## src/rtl/lfsr_keyspace_dispenser_if.sv

```systemverilog
// Key-dispenser bus between the RC4 decrypt cores (master) and the LFSR
// key-space dispenser (slave).
//   start/seed   run control: load seed and begin a run
//   stop         level, halts dispensing once a core has found the key
//   req          per-core level request for one key
//   grant/key    one-hot owner and the key it receives this cycle
//   key_valid    any grant this cycle
//   busy         dispenser is running
//   exhausted    whole key space has been issued
//   issued_count keys granted since the last start
interface lfsr_keyspace_dispenser_if #(
    parameter int unsigned WIDTH  = 22,
    parameter int unsigned NUM_CH = 4
);
    logic              start;
    logic [WIDTH-1:0]  seed;
    logic              stop;
    logic [NUM_CH-1:0] req;
    logic [NUM_CH-1:0] grant;
    logic [WIDTH-1:0]  key;
    logic              key_valid;
    logic              busy;
    logic              exhausted;
    logic [WIDTH-1:0]  issued_count;

    modport master (
        output start, seed, stop, req,
        input  grant, key, key_valid, busy, exhausted, issued_count
    );

    modport slave (
        input  start, seed, stop, req,
        output grant, key, key_valid, busy, exhausted, issued_count
    );
endinterface

```

## src/rtl/lfsr_keyspace_dispenser.sv

```systemverilog
// LFSR key-space dispenser for the RC4 brute-force engine.
// A maximal-length Fibonacci LFSR walks the non-zero key space once per run
// and hands one key per cycle to a core picked by a round-robin arbiter.
// Ports:
//   clk    system clock
//   reset  synchronous, active-high reset
//   bus    lfsr_keyspace_dispenser_if.slave (run control, requests, grants)
module lfsr_keyspace_dispenser #(
    parameter int unsigned WIDTH  = 22,
    parameter int unsigned NUM_CH = 4
) (
    input  logic                       clk,
    input  logic                       reset,
    lfsr_keyspace_dispenser_if.slave   bus
);

    localparam int unsigned IDXW = (NUM_CH > 1) ? $clog2(NUM_CH) : 1;

    // Elaboration-time legality checks
    generate
        if (!(WIDTH == 4 || WIDTH == 8 || WIDTH == 16 || WIDTH == 22 || WIDTH == 24)) begin : g_bad_width
            $error("lfsr_keyspace_dispenser: WIDTH must be 4, 8, 16, 22 or 24");
        end
        if (NUM_CH < 1 || NUM_CH > 8) begin : g_bad_num_ch
            $error("lfsr_keyspace_dispenser: NUM_CH must be 1..8");
        end
    endgenerate

    // Feedback taps for a maximal-length sequence at each legal width
    function automatic logic [WIDTH-1:0] taps_for(input int unsigned w);
        case (w)
            4:       return WIDTH'(4'h9);
            8:       return WIDTH'(8'hB8);
            16:      return WIDTH'(16'hD008);
            22:      return WIDTH'(22'h200001);
            24:      return WIDTH'(24'h80000D);
            default: return '0;
        endcase
    endfunction

    localparam logic [WIDTH-1:0] TAPS = taps_for(WIDTH);

    typedef enum logic [1:0] {
        IDLE = 2'd0,
        RUN  = 2'd1,
        HALT = 2'd2,
        DONE = 2'd3
    } state_t;

    state_t            state_q,  state_d;
    logic [WIDTH-1:0]  lfsr_q,   lfsr_d;
    logic [WIDTH-1:0]  seed_q,   seed_d;
    logic [NUM_CH-1:0] grant_q,  grant_d;
    logic [WIDTH-1:0]  key_q,    key_d;
    logic              kv_q,     kv_d;
    logic [WIDTH-1:0]  issued_q, issued_d;
    logic [IDXW-1:0]   rr_q,     rr_d;

    logic [WIDTH-1:0]  lfsr_next;
    logic [WIDTH-1:0]  seed_load;
    logic [NUM_CH-1:0] eligible;
    logic              pick_valid;
    logic [IDXW-1:0]   pick_idx;

    assign lfsr_next = {lfsr_q[WIDTH-2:0], ^(lfsr_q & TAPS)};
    // The all-zero state is the LFSR lock-up state, so a zero seed becomes 1
    assign seed_load = (bus.seed == '0) ? WIDTH'(1) : bus.seed;
    // A core granted this cycle cannot be granted again on the next edge
    assign eligible  = bus.req & ~grant_q;

    // Round-robin pick: first eligible index after the last winner, wrapping.
    // Scanning offsets downward lets the smallest offset win.
    always_comb begin
        int unsigned cand;
        pick_valid = 1'b0;
        pick_idx   = '0;
        cand       = 0;
        for (int off = int'(NUM_CH); off >= 1; off--) begin
            cand = 32'(rr_q) + 32'(off);
            if (cand >= NUM_CH) begin
                cand = cand - NUM_CH;
            end
            if (eligible[cand]) begin
                pick_valid = 1'b1;
                pick_idx   = IDXW'(cand);
            end
        end
    end

    // Next-state and registered-output logic
    always_comb begin
        state_d  = state_q;
        lfsr_d   = lfsr_q;
        seed_d   = seed_q;
        grant_d  = '0;
        key_d    = key_q;
        kv_d     = 1'b0;
        issued_d = issued_q;
        rr_d     = rr_q;

        case (state_q)
            IDLE, HALT, DONE: begin
                if (bus.start) begin
                    state_d  = RUN;
                    lfsr_d   = seed_load;
                    seed_d   = seed_load;
                    issued_d = '0;
                end
            end
            RUN: begin
                // start in RUN is not a reload, but it still blocks grants and stop
                if (!bus.start) begin
                    if (bus.stop) begin
                        state_d = HALT;
                    end else if (pick_valid) begin
                        grant_d  = NUM_CH'(1) << pick_idx;
                        key_d    = lfsr_q;
                        kv_d     = 1'b1;
                        lfsr_d   = lfsr_next;
                        issued_d = issued_q + WIDTH'(1);
                        rr_d     = pick_idx;
                        // Returning to the seed means this grant carried the last key
                        if (lfsr_next == seed_q) begin
                            state_d = DONE;
                        end
                    end
                end
            end
            default: state_d = IDLE;
        endcase
    end

    // State and output registers
    always_ff @(posedge clk) begin
        if (reset) begin
            state_q  <= IDLE;
            lfsr_q   <= '0;
            seed_q   <= '0;
            grant_q  <= '0;
            key_q    <= '0;
            kv_q     <= 1'b0;
            issued_q <= '0;
            rr_q     <= IDXW'(NUM_CH - 1);
        end else begin
            state_q  <= state_d;
            lfsr_q   <= lfsr_d;
            seed_q   <= seed_d;
            grant_q  <= grant_d;
            key_q    <= key_d;
            kv_q     <= kv_d;
            issued_q <= issued_d;
            rr_q     <= rr_d;
        end
    end

    assign bus.grant        = grant_q;
    assign bus.key          = key_q;
    assign bus.key_valid    = kv_q;
    assign bus.busy         = (state_q == RUN);
    assign bus.exhausted    = (state_q == DONE);
    assign bus.issued_count = issued_q;

endmodule

```

## src/flat_wrapper.sv

```systemverilog
// flat-port wrapper written by rule: the top's interface ports become plain ports
module lfsr_keyspace_dispenser_flat 
#(
    parameter int unsigned WIDTH  = 22,
    parameter int unsigned NUM_CH = 4
)
  (clk, reset, bus_start, bus_seed, bus_stop, bus_req, bus_grant, bus_key, bus_key_valid, bus_busy, bus_exhausted, bus_issued_count);
  lfsr_keyspace_dispenser_if #(.WIDTH(WIDTH), .NUM_CH(NUM_CH)) bus_i ();
  input  logic clk;
  input  logic reset;
  input wire logic [$bits(bus_i.start)-1:0] bus_start;
  input wire logic [$bits(bus_i.seed)-1:0] bus_seed;
  input wire logic [$bits(bus_i.stop)-1:0] bus_stop;
  input wire logic [$bits(bus_i.req)-1:0] bus_req;
  output wire logic [$bits(bus_i.grant)-1:0] bus_grant;
  output wire logic [$bits(bus_i.key)-1:0] bus_key;
  output wire logic [$bits(bus_i.key_valid)-1:0] bus_key_valid;
  output wire logic [$bits(bus_i.busy)-1:0] bus_busy;
  output wire logic [$bits(bus_i.exhausted)-1:0] bus_exhausted;
  output wire logic [$bits(bus_i.issued_count)-1:0] bus_issued_count;
  assign bus_i.start = bus_start;
  assign bus_i.seed = bus_seed;
  assign bus_i.stop = bus_stop;
  assign bus_i.req = bus_req;
  assign bus_grant = bus_i.grant;
  assign bus_key = bus_i.key;
  assign bus_key_valid = bus_i.key_valid;
  assign bus_busy = bus_i.busy;
  assign bus_exhausted = bus_i.exhausted;
  assign bus_issued_count = bus_i.issued_count;
  lfsr_keyspace_dispenser #(.WIDTH(WIDTH), .NUM_CH(NUM_CH)) u_core (.clk(clk), .reset(reset), .bus(bus_i));
endmodule
```

## config.mk

```make
export PLATFORM = sky130hd
export DESIGN_NAME = lfsr_keyspace_dispenser_flat
export DESIGN_NICKNAME = d
export VERILOG_FILES = /design/src/rtl/lfsr_keyspace_dispenser_if.sv /design/src/rtl/lfsr_keyspace_dispenser.sv /design/src/flat_wrapper.sv
export SDC_FILE = /design/constraint.sdc
export NUM_CORES = 1
export LEC_CHECK = 0
export ABC_AREA = 1
export BUFFER_PORTS_ARGS = -buffer_cell sky130_fd_sc_hd__buf_2
export CORE_MARGIN = 5
export CORE_UTILIZATION = 31
export CTS_BUF_LIST = sky130_fd_sc_hd__clkbuf_8
export DETAILED_ROUTE_END_ITERATION = 10
export PLACE_DENSITY_LB_ADDON = 0.3
export REMOVE_ABC_BUFFERS = 1
export SLEW_MARGIN = 40
export SYNTH_ARGS = -nofsm -noshare
export SYNTH_HDL_FRONTEND = slang
export SYNTH_SLANG_ARGS = --single-unit
```

## constraint.sdc

```tcl
create_clock -name clk -period 3.54 [get_ports clk]
set_input_delay 0.531 -clock clk [delete_from_list [all_inputs] [get_ports clk]]
set_output_delay 0.531 -clock clk [all_outputs]
set_load 0.005 [all_outputs]
```

-- Yosys cells after proc, flatten, opt, wreduce, memory -nomap -nowiden
Index checks and enable logic that the tools add are counted.
- output and inout bits: 51
- register bits: 97
- input bits: 30
- bitwise operators: 6
- $add $sub $neg: 9
- equal/unequal tests: 10
- order comparisons: 8
- muxes and demuxes: 38
- reduce and logical (&&, ||, !) cells: 10
- shift operators: 1
- operator list (kind ; number):
    2-to-1 mux 22 bit ; 9
    >= comparator 32 x 3 -> 1 bit (second input constant) ; 4
    less-than comparator 32 x 3 -> 1 bit (second input constant) ; 4
    2-to-1 mux 32 bit ; 4
    subtractor 32 x 3 -> 32 bit (second input constant) ; 4
    one-hot mux 22 bit (2 select lines) ; 2
    adder 22 x 1 -> 22 bit (second input constant) ; 1
    == test 22 bit ; 1
    zero test 22 bit ; 1
    XOR reduction 22 bit ; 1
    2-to-1 mux 2 bit ; 9
    AND reduction 4 bit ; 3
    2-to-1 mux 1 bit ; 9
    binary-select mux 1 bit (select 2 bit) ; 4
    adder 2 x 2 -> 3 bit (second input constant) ; 2
    != test 2 bit (second input constant) ; 3
    != test 3 x 2 -> 1 bit (second input constant) ; 2
    OR reduction 5 bit ; 1
    adder 2 x 3 -> 4 bit (second input constant) ; 1
    bitwise AND 4 bit ; 1
    == test 2 bit (second input constant) ; 2
    NOT 1 bit ; 4
    NOT 4 bit ; 1
    one-hot mux 2 bit (2 select lines) ; 1
    other kinds (8) ; 8

-- Logic depth before layout (Yosys ltp)
Gate-level depths: netlist of the first run.
- depth after elaboration: 13
- depth in mapped cells: 13

-- Least setup slack after synthesis of the first run
OpenSTA, ideal clock, no wires.
- kind: register to register
- start: register u_core.state_q[0]
- end: register u_core.issued_q[0], in the netlist u_core.bus.issued_count[0]
- clock period less this slack: 2.028 ns
- stages on the path, launching flop included: 13
- slack: 1.512 ns
- arrival time: 1.912 ns
- setup time: 0.116 ns
- cells stage by stage: dfxtp_1 inv_1 nor2_2 clkbuf_1 clkbuf_1 ha_1 nor2_1 nand2_1 nand2_4 buf_8 buf_12 nor2_2 nor2_1
- RTL lines (what ; RTL line ; source):
    start: declaration ; lfsr_keyspace_dispenser.sv:50 ; state_t state_q, state_d;
    start signal: assignment ; lfsr_keyspace_dispenser.sv:145 ; state_q <= state_d;
    == test 2 x 1 -> 1 bit (*) ; - ;
    net bus_busy ; flat_wrapper.sv:18 ; output wire logic [$bits(bus_i.busy)-1:0] bus_busy;
    != test 2 x 1 -> 1 bit (no source line) / != test 2 bit (equally long branches) ; - ;
    AND reduction 4 bit (no source line) ; - ;
    end signal: assignment ; lfsr_keyspace_dispenser.sv:151 ; issued_q <= issued_d;
    end: declaration ; lfsr_keyspace_dispenser.sv:56 ; logic [WIDTH-1:0] issued_q, issued_d;
The timed path passes the listed nets; every way through them passes the cells marked *.
A chain may end at the register's enable or synchronous reset.

-- Worst setup path in the final report of the first run
- start: register u_core.rr_q[0]
- end: register u_core.issued_q[21], in the netlist u_core.bus.issued_count[21]
- longest elaborated chain between the ends: 11
- ends and longest elaborated chain (what ; RTL line ; source):
    start: declaration ; lfsr_keyspace_dispenser.sv:57 ; logic [IDXW-1:0] rr_q, rr_d;
    start signal: assignment ; lfsr_keyspace_dispenser.sv:143 ; rr_q <= IDXW'(NUM_CH - 1);
    start signal: assignment ; lfsr_keyspace_dispenser.sv:152 ; rr_q <= rr_d;
    adder 2 x 3 -> 4 bit ; lfsr_keyspace_dispenser.sv:79 ; cand = 32'(rr_q) + 32'(off);
    subtractor 32 x 3 -> 32 bit / >= comparator 32 x 3 -> 1 bit (equally long branches) ; lfsr_keyspace_dispenser.sv:81, lfsr_keyspace_dispenser.sv:80 ;
    2-to-1 mux 32 bit ; lfsr_keyspace_dispenser.sv:80 ; if (cand >= NUM_CH) begin
    binary-select mux 1 bit (select 2 bit) ; lfsr_keyspace_dispenser.sv:83 ; if (eligible[cand]) begin
    2-to-1 mux 1 bit (not written as such) ; lfsr_keyspace_dispenser.sv:83 ;
    2-to-1 mux 1 bit (3 in series) ; lfsr_keyspace_dispenser.sv:83 ;
    2-to-1 mux 1 bit (*) ; lfsr_keyspace_dispenser.sv:83 ;
    != test 2 x 1 -> 1 bit (no source line) (*) ; - ;
    AND reduction 4 bit (no source line) (*) ; - ;
Every way passes the cells marked *; elsewhere a longest branch is shown, timed or not. The select of a mux whose other input is x is not followed.

==> impl_metrics.ini, run 1 <==
[routing]
route.detailed.drc = 0
first_pass_iters = 4
wirelength_um = 13400
wl_per_cell_um = 12.8
drt_iter0_markers = 350
antenna_left = 0
via_per_inst = 4.53
vias = 4749

[synthesis]
synth_warnings = 0
yosysSeqAreaShare = 0.386
netlist_instances = 765
ys_ff_latch = 97
synth_area_sq_um = 5030
synth.avg_cell_area_sq_um = 6.57
synthDistinctLibCells = 28

[die]
die_height_um = 137
initial_core_util = 0.317
die-area_sq_um = 18900
fp.coreArea_sq_um = 15900
rows = 46
io_pins = 81
die_x_um = 137

[finish]
instances_no_fill = 1048
multi_input_area_sq_um = 2610
fillers = 1762
final_cell_mix = nand2_1 (198), nor2_1 (101), dfxtp_1 (97)
final_nets = 861
final_common_cell = nand2_1
antenna_cells = 0
drive_gt1_frac = 0.153
area_growth_pct = 14.6
final_util = 0.363
register_area_sq_um = 1940

[power_and_ir_drop]
p_per_area_nw_per_um2 = 507
p_leak_nw = 2.49
power_mw = 2.92
ir_drop_mv = 0.267

[placed_design]
portBuffers = 80
gp_congestion = 0.845
dp_cells = 1032
post-dp-hpwl_um = 9170

[sta]
setup_viol = 0
worst_pin_slew_ns = 0.711
holdWs_ns = 0.430
slew_violations = 0
max_freq_ghz = 0.420
maxSlewHeadroom = 0.526
hold_viol_final = 0
finClkSkew_ns = 0.0144
min_period_ns = 2.38
fin_tns_setup_ns = 0
rsz0062_at_grt = no
post-route-period-util = 0.672

[setup_path]
cp-end-kind = register
worstPathRequired_ns = 3.84
cp_slowest_cell = dfxtp_1
crit_chain = inv_2 > o21ai_1 > nand2_1 > nand2_1 > nor2_4 > nand2_4 > nand2_2 > nand2_4 > nand2_1 > a21oi_1
critPathLaunchType = register
cp_common_cell = nand2_1
critical_path_buf_inv_count = 1
critPathKind = reg2reg
worst_path_largest_cell_delay_ns = 0.49
cp_top_family = simple AND/OR/NAND/NOR gates
critPathArrivalTime_ns = 2.68
cp_max_fo = 39

[global_routing]
grt_pass1_wl_um = 22100
grt_pass1_vias = 4341
grt_max_degree = 50
antenna_found_initial = 0
grt.overflow.total = 0
grt.total_usage = 0.147

[clock_tree]
post_cts_buffers = 0
clk-insertion-delay-late_ns = 0.38
cts.sinks = 97
cts_tree = yes
clkTransAtPathRegs_ns = 0.10
numCtsBuffers = 9
cts_root_buffer = clkbuf_8
cts.repair.resized = 0
cts_hold_buffers = 0
max-clock-path-buffers = 2
htreeDepth = 3

[hold_path]
hold_class = in2reg

[flow_run]
maxCapViolCount = 0

[run_status]
status = complete, no violations
-- cell type report --
class                           count  share of cell area
Multi-Input combinational cell    555               0.453
Sequential cell                    97               0.337
Timing Repair Buffer               86              0.0773
Inverter                           78              0.0508
Tap cell                          216              0.0469
Clock buffer                       13              0.0310
Clock inverter                      3             0.00369
-- layer usage --
| metal | vias to the layer above | share of wire | global-route usage |
|---|---|---|---|
| li1 | 2550 | - | - |
| met1 | 2111 | 0.49 | 0.198 |
| met2 | 80 | 0.45 | 0.240 |
| met3 | 8 | 0.042 | 0.0380 |
| met4 | 0 | 0.010 | 0.0310 |
| met5 | - | 0 | 0 |
-- kinds of logic (layout without fill, tap and decap cells) --
kind of cell	count (synthesis)	count (layout)	synth area share
DFF	97	97	0.386
and+or+nand+nor	382	382	0.320
AOI/OAI and AO/OA	144	144	0.144
xor gates and xnor gates	25	25	0.0435
adders and majority gates	4	4	0.00995
buffers and inverters	113	180	0.0963
-- cells in the mapped netlist (all sizes together) --
| library cell | n | area share |
|---|---|---|
| inv | 78 | 0.058 |
| or2 | 1 | 0.0012 |
| xor2 | 13 | 0.023 |
| o21ai | 71 | 0.071 |
| nor2 | 115 | 0.095 |
| buf | 14 | 0.022 |
| nand4 | 12 | 0.015 |
| nand3 | 44 | 0.044 |
| nand2 | 205 | 0.16 |
| clkbuf | 21 | 0.016 |
| ha | 4 | 0.010 |
| nor3 | 5 | 0.0060 |
| dfxtp | 97 | 0.39 |
| a21oi | 72 | 0.072 |
| xnor2 | 12 | 0.021 |
| a211oi | 1 | 0.0015 |
-- stage by stage --
| step | worst slack [ns] | instance area, sq um |
|---|---|---|
| 6_report | 1.16 | 5760 |
| 5_1_grt | 0.942 | 5760 |
| 3_3_place_gp | 1.05 | 5560 |
| 3_5_place_dp | 1.01 | 5560 |
| 4_1_cts | 1.01 | 5760 |
| 2_1_floorplan | 0.0770 | 4840 |
-- registers in the layout (all words and copies together) (netlist names) --
register / count
u_core.bus.grant: 4
u_core.seed_q: 22
u_core.state_q: 2
u_core.bus.key: 22
u_core.bus.issued_count: 22
u_core.bus.key_valid: 1
u_core.rr_q: 2
u_core.lfsr_q: 22
-- tightest hold or removal path: stages --
cell and delay, ns:
buf_2 0.09, inv_1 0.08, a21oi_1 0.07
-- final timing paths --
check                                endpoint  slack, ns         startpoint  cells past startpoint
setup / recovery  u_core.bus.issued_count[21]       1.16     u_core.rr_q[0]                     10
hold / removal               u_core.seed_q[2]       0.43        bus_seed[2]                      3
setup reg to reg  u_core.bus.issued_count[21]       1.16     u_core.rr_q[0]                     10
hold reg to reg             u_core.bus.key[9]       0.46  u_core.bus.key[9]                      2
-- power breakdown --
part           internal [mW]  switching [mW]  total, mW
logic                  0.273           0.543      0.816
clock network          0.334           0.406      0.740
registers               1.22           0.142       1.36
total                   1.83            1.09       2.92
Note: power is estimated with default switching activity, not from simulation.
==> inputs of run 2 (changes only) <==
==> constraint.sdc (replaced) <==
create_clock -name clk -period 2.45 [get_ports clk]
set_input_delay 0.3675 -clock clk [delete_from_list [all_inputs] [get_ports clk]]
set_output_delay 0.3675 -clock clk [all_outputs]
set_load 0.005 [all_outputs]
==> run 2 against run 1 <==
Effect of this change: final cell count rose by 0.38%; via count up 0.67%; sequential share of layout area is 0.24 points lower; highest routed layer unchanged.
==> impl_metrics.ini, run 2 (synthesized netlist as in run 1, its figures left out) <==
[clock_tree]
htreeDepth = 3
clk-insertion-delay-late_ns = 0.39
cts_root_buffer = clkbuf_8
cts_tree = yes
cts.sinks = 97
numCtsBuffers = 9
cts_hold_buffers = 0
clkTransAtPathRegs_ns = 0.10
post_cts_buffers = 0
cts.repair.resized = 0
max-clock-path-buffers = 2

[routing]
vias = 4781
route.detailed.drc = 0
wl_per_cell_um = 12.8
drt_iter0_markers = 343
first_pass_iters = 5
wirelength_um = 13400
antenna_left = 0
via_per_inst = 4.54

[finish]
drive_gt1_frac = 0.157
final_nets = 865
instances_no_fill = 1052
final_common_cell = nand2_1
antenna_cells = 0
area_growth_pct = 15.4
final_cell_mix = nand2_1 (198), nor2_1 (101), dfxtp_1 (97)

[hold_path]
hold_path_startpoint = bus_seed[12]
hold_class = in2reg
hold_end = u_core.seed_q[12]
holdPathStages = 3

[setup_path]
critPathLaunchType = register
worstPathRequired_ns = 2.74
cp-end-kind = register
cp_slowest_cell = dfxtp_1
critPathKind = reg2reg
crit_chain = inv_1 > nor2_4 > inv_1 > ha_1 > nor2_1 > nand2_1 > inv_1 > nand2_2 > buf_12 > o21ai_0 > nor2_1
cp_max_fo = 29
reg2reg_from = u_core.state_q[0]
worst_path_largest_cell_delay_ns = 0.34
startpoint = u_core.state_q[0]
timing.rr.end = u_core.lfsr_q[5]
cp_common_cell = inv_1
critPathArrivalTime_ns = 2.39
r2r_slack_ns = 0.35
reg2reg_depth = 11

[sta]
max_freq_ghz = 0.475
min_period_ns = 2.10
finClkSkew_ns = 0.0101
slew_violations = 0
holdWs_ns = 0.244
fin_tns_setup_ns = 0
setup_viol = 0
maxSlewHeadroom = 0.629
rsz0062_at_grt = no
post-route-period-util = 0.859
worst_pin_slew_ns = 0.556
hold_viol_final = 0

[die]
initial_core_util = 0.317
die_x_um = 137
io_pins = 81
fp.coreArea_sq_um = 15900
rows = 46
die_height_um = 137
die-area_sq_um = 18900

[flow_run]
maxCapViolCount = 0

[global_routing]
grt.total_usage = 0.150
grt_pass1_wl_um = 22400
grt_max_degree = 50
grt_pass1_vias = 4476
grt.overflow.total = 0
antenna_found_initial = 0

[power_and_ir_drop]
p_leak_nw = 2.51
ir_drop_mv = 0.372
p_per_area_nw_per_um2 = 739

[placed_design]
post-dp-hpwl_um = 9530
dp_cells = 1036
gp_congestion = 0.814
portBuffers = 80

[run_status]
status = complete, no violations
## run 2: power by group
| part | internal (mW) | switching, mW | total (mW) |
|---|---|---|---|
| registers | 1.77 | 0.199 | 1.96 |
| logic | 0.422 | 0.801 | 1.22 |
| clock network | 0.504 | 0.599 | 1.10 |
| total | 2.69 | 1.60 | 4.29 |
## run 2: stage by stage
| stage | power [mW] | setup slack [ns] | util | cell area, sq um |
|---|---|---|---|---|
| floorplan | 2.81 | -1.01 | - | 4840 |
| global route | 4.63 | 0.0506 | 0.365 | 5800 |
| detailed placement | 3.24 | 0.299 | 0.353 | 5600 |
| finish | 4.29 | 0.346 | 0.365 | 5800 |
| global placement | 3.22 | 0.336 | 0.353 | 5600 |
| CTS | 4.35 | 0.347 | 0.365 | 5800 |
## run 2: layer usage
layer | global-route usage | vias up | share of wire
met2 | 0.244 | 89 | 0.47
met3 | 0.0321 | 13 | 0.043
met1 | 0.200 | 2124 | 0.48
li1 | - | 2555 | -
met5 | 0 | - | 0
met4 | 0.0427 | 0 | 0.013
## run 2: worst max-delay path by stage
stage,to,slack (ns)
CTS,u_core.bus.issued_count[14],0.35
global route,u_core.lfsr_q[15],0.05
detailed placement,u_core.bus.issued_count[14],0.30
global placement,u_core.bus.issued_count[18],0.34
finish,u_core.lfsr_q[5],0.35
floorplan,u_core.bus.grant[0],-1.01
## run 2: worst max-delay path, delay by kind of cell (launching register included)
kind	cells	cell delay, ns
AND/OR/NAND/NOR	5	0.73
buffers and inverters	4	0.53
flip-flops	1	0.34
adder cells (fa/ha/maj)	1	0.22
AO/OA/AOI/OAI	1	0.16
## run 2: final cells by class
cell class / instances / area, sq um
tap: 216 / 270
inverter: 78 / 293
sequential: 97 / 1940
multi-input combinational: 555 / 2610
clock inverter: 6 / 66.3
timing repair buffer: 90 / 488
clock buffer: 10 / 138
fill: 1790 / 10100
==> inputs of run 3 (changes only) <==
--- a/config.mk
+++ b/config.mk
@@ -11,6 +11,7 @@
 export CORE_UTILIZATION = 31
 export CTS_BUF_LIST = sky130_fd_sc_hd__clkbuf_8
 export DETAILED_ROUTE_END_ITERATION = 10
+export MAX_ROUTING_LAYER = met4
 export PLACE_DENSITY_LB_ADDON = 0.3
 export REMOVE_ABC_BUFFERS = 1
 export SLEW_MARGIN = 40
==> run 3 against run 2 <==
Effect of this change: sequential power is essentially flat; cell area is the same; global-route usage grew 0.43 points; sequential cell count is the same; wire length is the same; non-clock buffer count is the same; maximum frequency grew 0.19%; worst setup slack gained 0.0041 ns; sequential share of layout area is the same; via count is essentially flat.
==> impl_metrics.ini, run 3 (synthesized netlist as in run 1, its figures left out) <==
[sta]
maxSlewHeadroom = 0.628
worst_pin_slew_ns = 0.558
min_period_ns = 2.10
hold_viol_final = 0
setup_viol = 0
slew_violations = 0
holdWs_ns = 0.248
finClkSkew_ns = 0.00971
max_freq_ghz = 0.476
post-route-period-util = 0.857
rsz0062_at_grt = no
setup_slack_ns = 0.350

[setup_path]
critPathLaunchType = register
critPathKind = reg2reg
cp-end-kind = register
cp_max_fo = 29
reg2reg_depth = 11
critPathArrivalTime_ns = 2.38
worstPathRequired_ns = 2.73

[routing]
drt_iter0_markers = 349
wl_met1_um = 6480
met2_length_um = 6260
wl_met3_um = 507
highest-signal-layer = met4
route.detailed.drc = 0
wl_per_cell_um = 12.8
vias = 4777
via_per_inst = 4.54
wirelength_um = 13400
antenna_left = 0
first_pass_iters = 5

[hold_path]
hold_class = in2reg
holdPathStages = 3

[finish]
antenna_cells = 0
final_cell_mix = nand2_1 (198), nor2_1 (101), dfxtp_1 (97)
area_growth_pct = 15.4
final_common_cell = nand2_1
final_cell_area_sq_um = 5800
drive_gt1_frac = 0.157
instances_no_fill = 1052
final_nets = 865

[die]
io_pins = 81
fp.coreArea_sq_um = 15900
die_x_um = 137
die_height_um = 137
die-area_sq_um = 18900
rows = 46
initial_core_util = 0.317

[placed_design]
portBuffers = 80
dp_cells = 1036
post-dp-hpwl_um = 9530
gp_congestion = 0.826
dpl_cell_area_sq_um = 5600
dp_slack_ns = 0.299

[global_routing]
grt.total_usage = 0.154
antenna_found_initial = 0
grt_pass1_vias = 4481
grt.overflow.total = 0
grt_pass1_wl_um = 22400
grt_max_degree = 50

[clock_tree]
htreeDepth = 3
cts.repair.resized = 0
clkTransAtPathRegs_ns = 0.10
cts_root_buffer = clkbuf_8
cts_tree = yes
clk-insertion-delay-late_ns = 0.39
cts.sinks = 97
post_cts_buffers = 0
numCtsBuffers = 9
cts_hold_buffers = 0
max-clock-path-buffers = 2

[power_and_ir_drop]
ir_drop_mv = 0.372
p_per_area_nw_per_um2 = 739
p_leak_nw = 2.51

[run_status]
status = complete, no violations

[flow_run]
maxCapViolCount = 0
[run 3: final timing paths]
path	startpoint	endpoint	slack [ns]
setup / recovery	u_core.state_q[0]	u_core.lfsr_q[5]	0.35
hold / removal	bus_seed[8]	u_core.seed_q[8]	0.25
setup reg to reg	u_core.state_q[0]	u_core.lfsr_q[5]	0.35
hold reg to reg	u_core.bus.key[15]	u_core.bus.key[15]	0.46
[run 3: metal layers]
layer / track usage / vias up
met2: 0.244 / 85
met4: 0.0427 / 0
met5: - / -
met3: 0.0310 / 13
li1: - / 2555
met1: 0.201 / 2124
[run 3: power by group]
group / switching, mW / internal [mW]
clock network: 0.596 / 0.504
logic: 0.801 / 0.422
registers: 0.199 / 1.77
total: 1.60 / 2.69
[run 3: metrics by stage]
stage / power [mW] / utilization / setup TNS (ns)
2_1_floorplan: 2.81 / - / -73.13
3_3_place_gp: 3.22 / 0.353 / 0
3_5_place_dp: 3.24 / 0.353 / 0
4_1_cts: 4.35 / 0.365 / 0
5_1_grt: 4.63 / 0.365 / 0
6_report: 4.29 / 0.365 / 0
[run 3: area by class of cell]
type                       instances  area [sq um]
fill                            1790         10100
inverter                          78           293
clock buffer                      10           138
clock inverter                     6          66.3
sequential                        97          1940
timing repair buffer              90           488
tap                              216           270
multi-input combinational        555          2610
[run 3: critical path, stage by stage (launching register included)]
cell	delay, ns
dfxtp_1	0.34
inv_1	0.07
nor2_4	0.20
inv_1	0.09
ha_1	0.22
nor2_1	0.18
nand2_1	0.07
inv_1	0.13
nand2_2	0.22
buf_12	0.24
o21ai_0	0.16
nor2_1	0.06
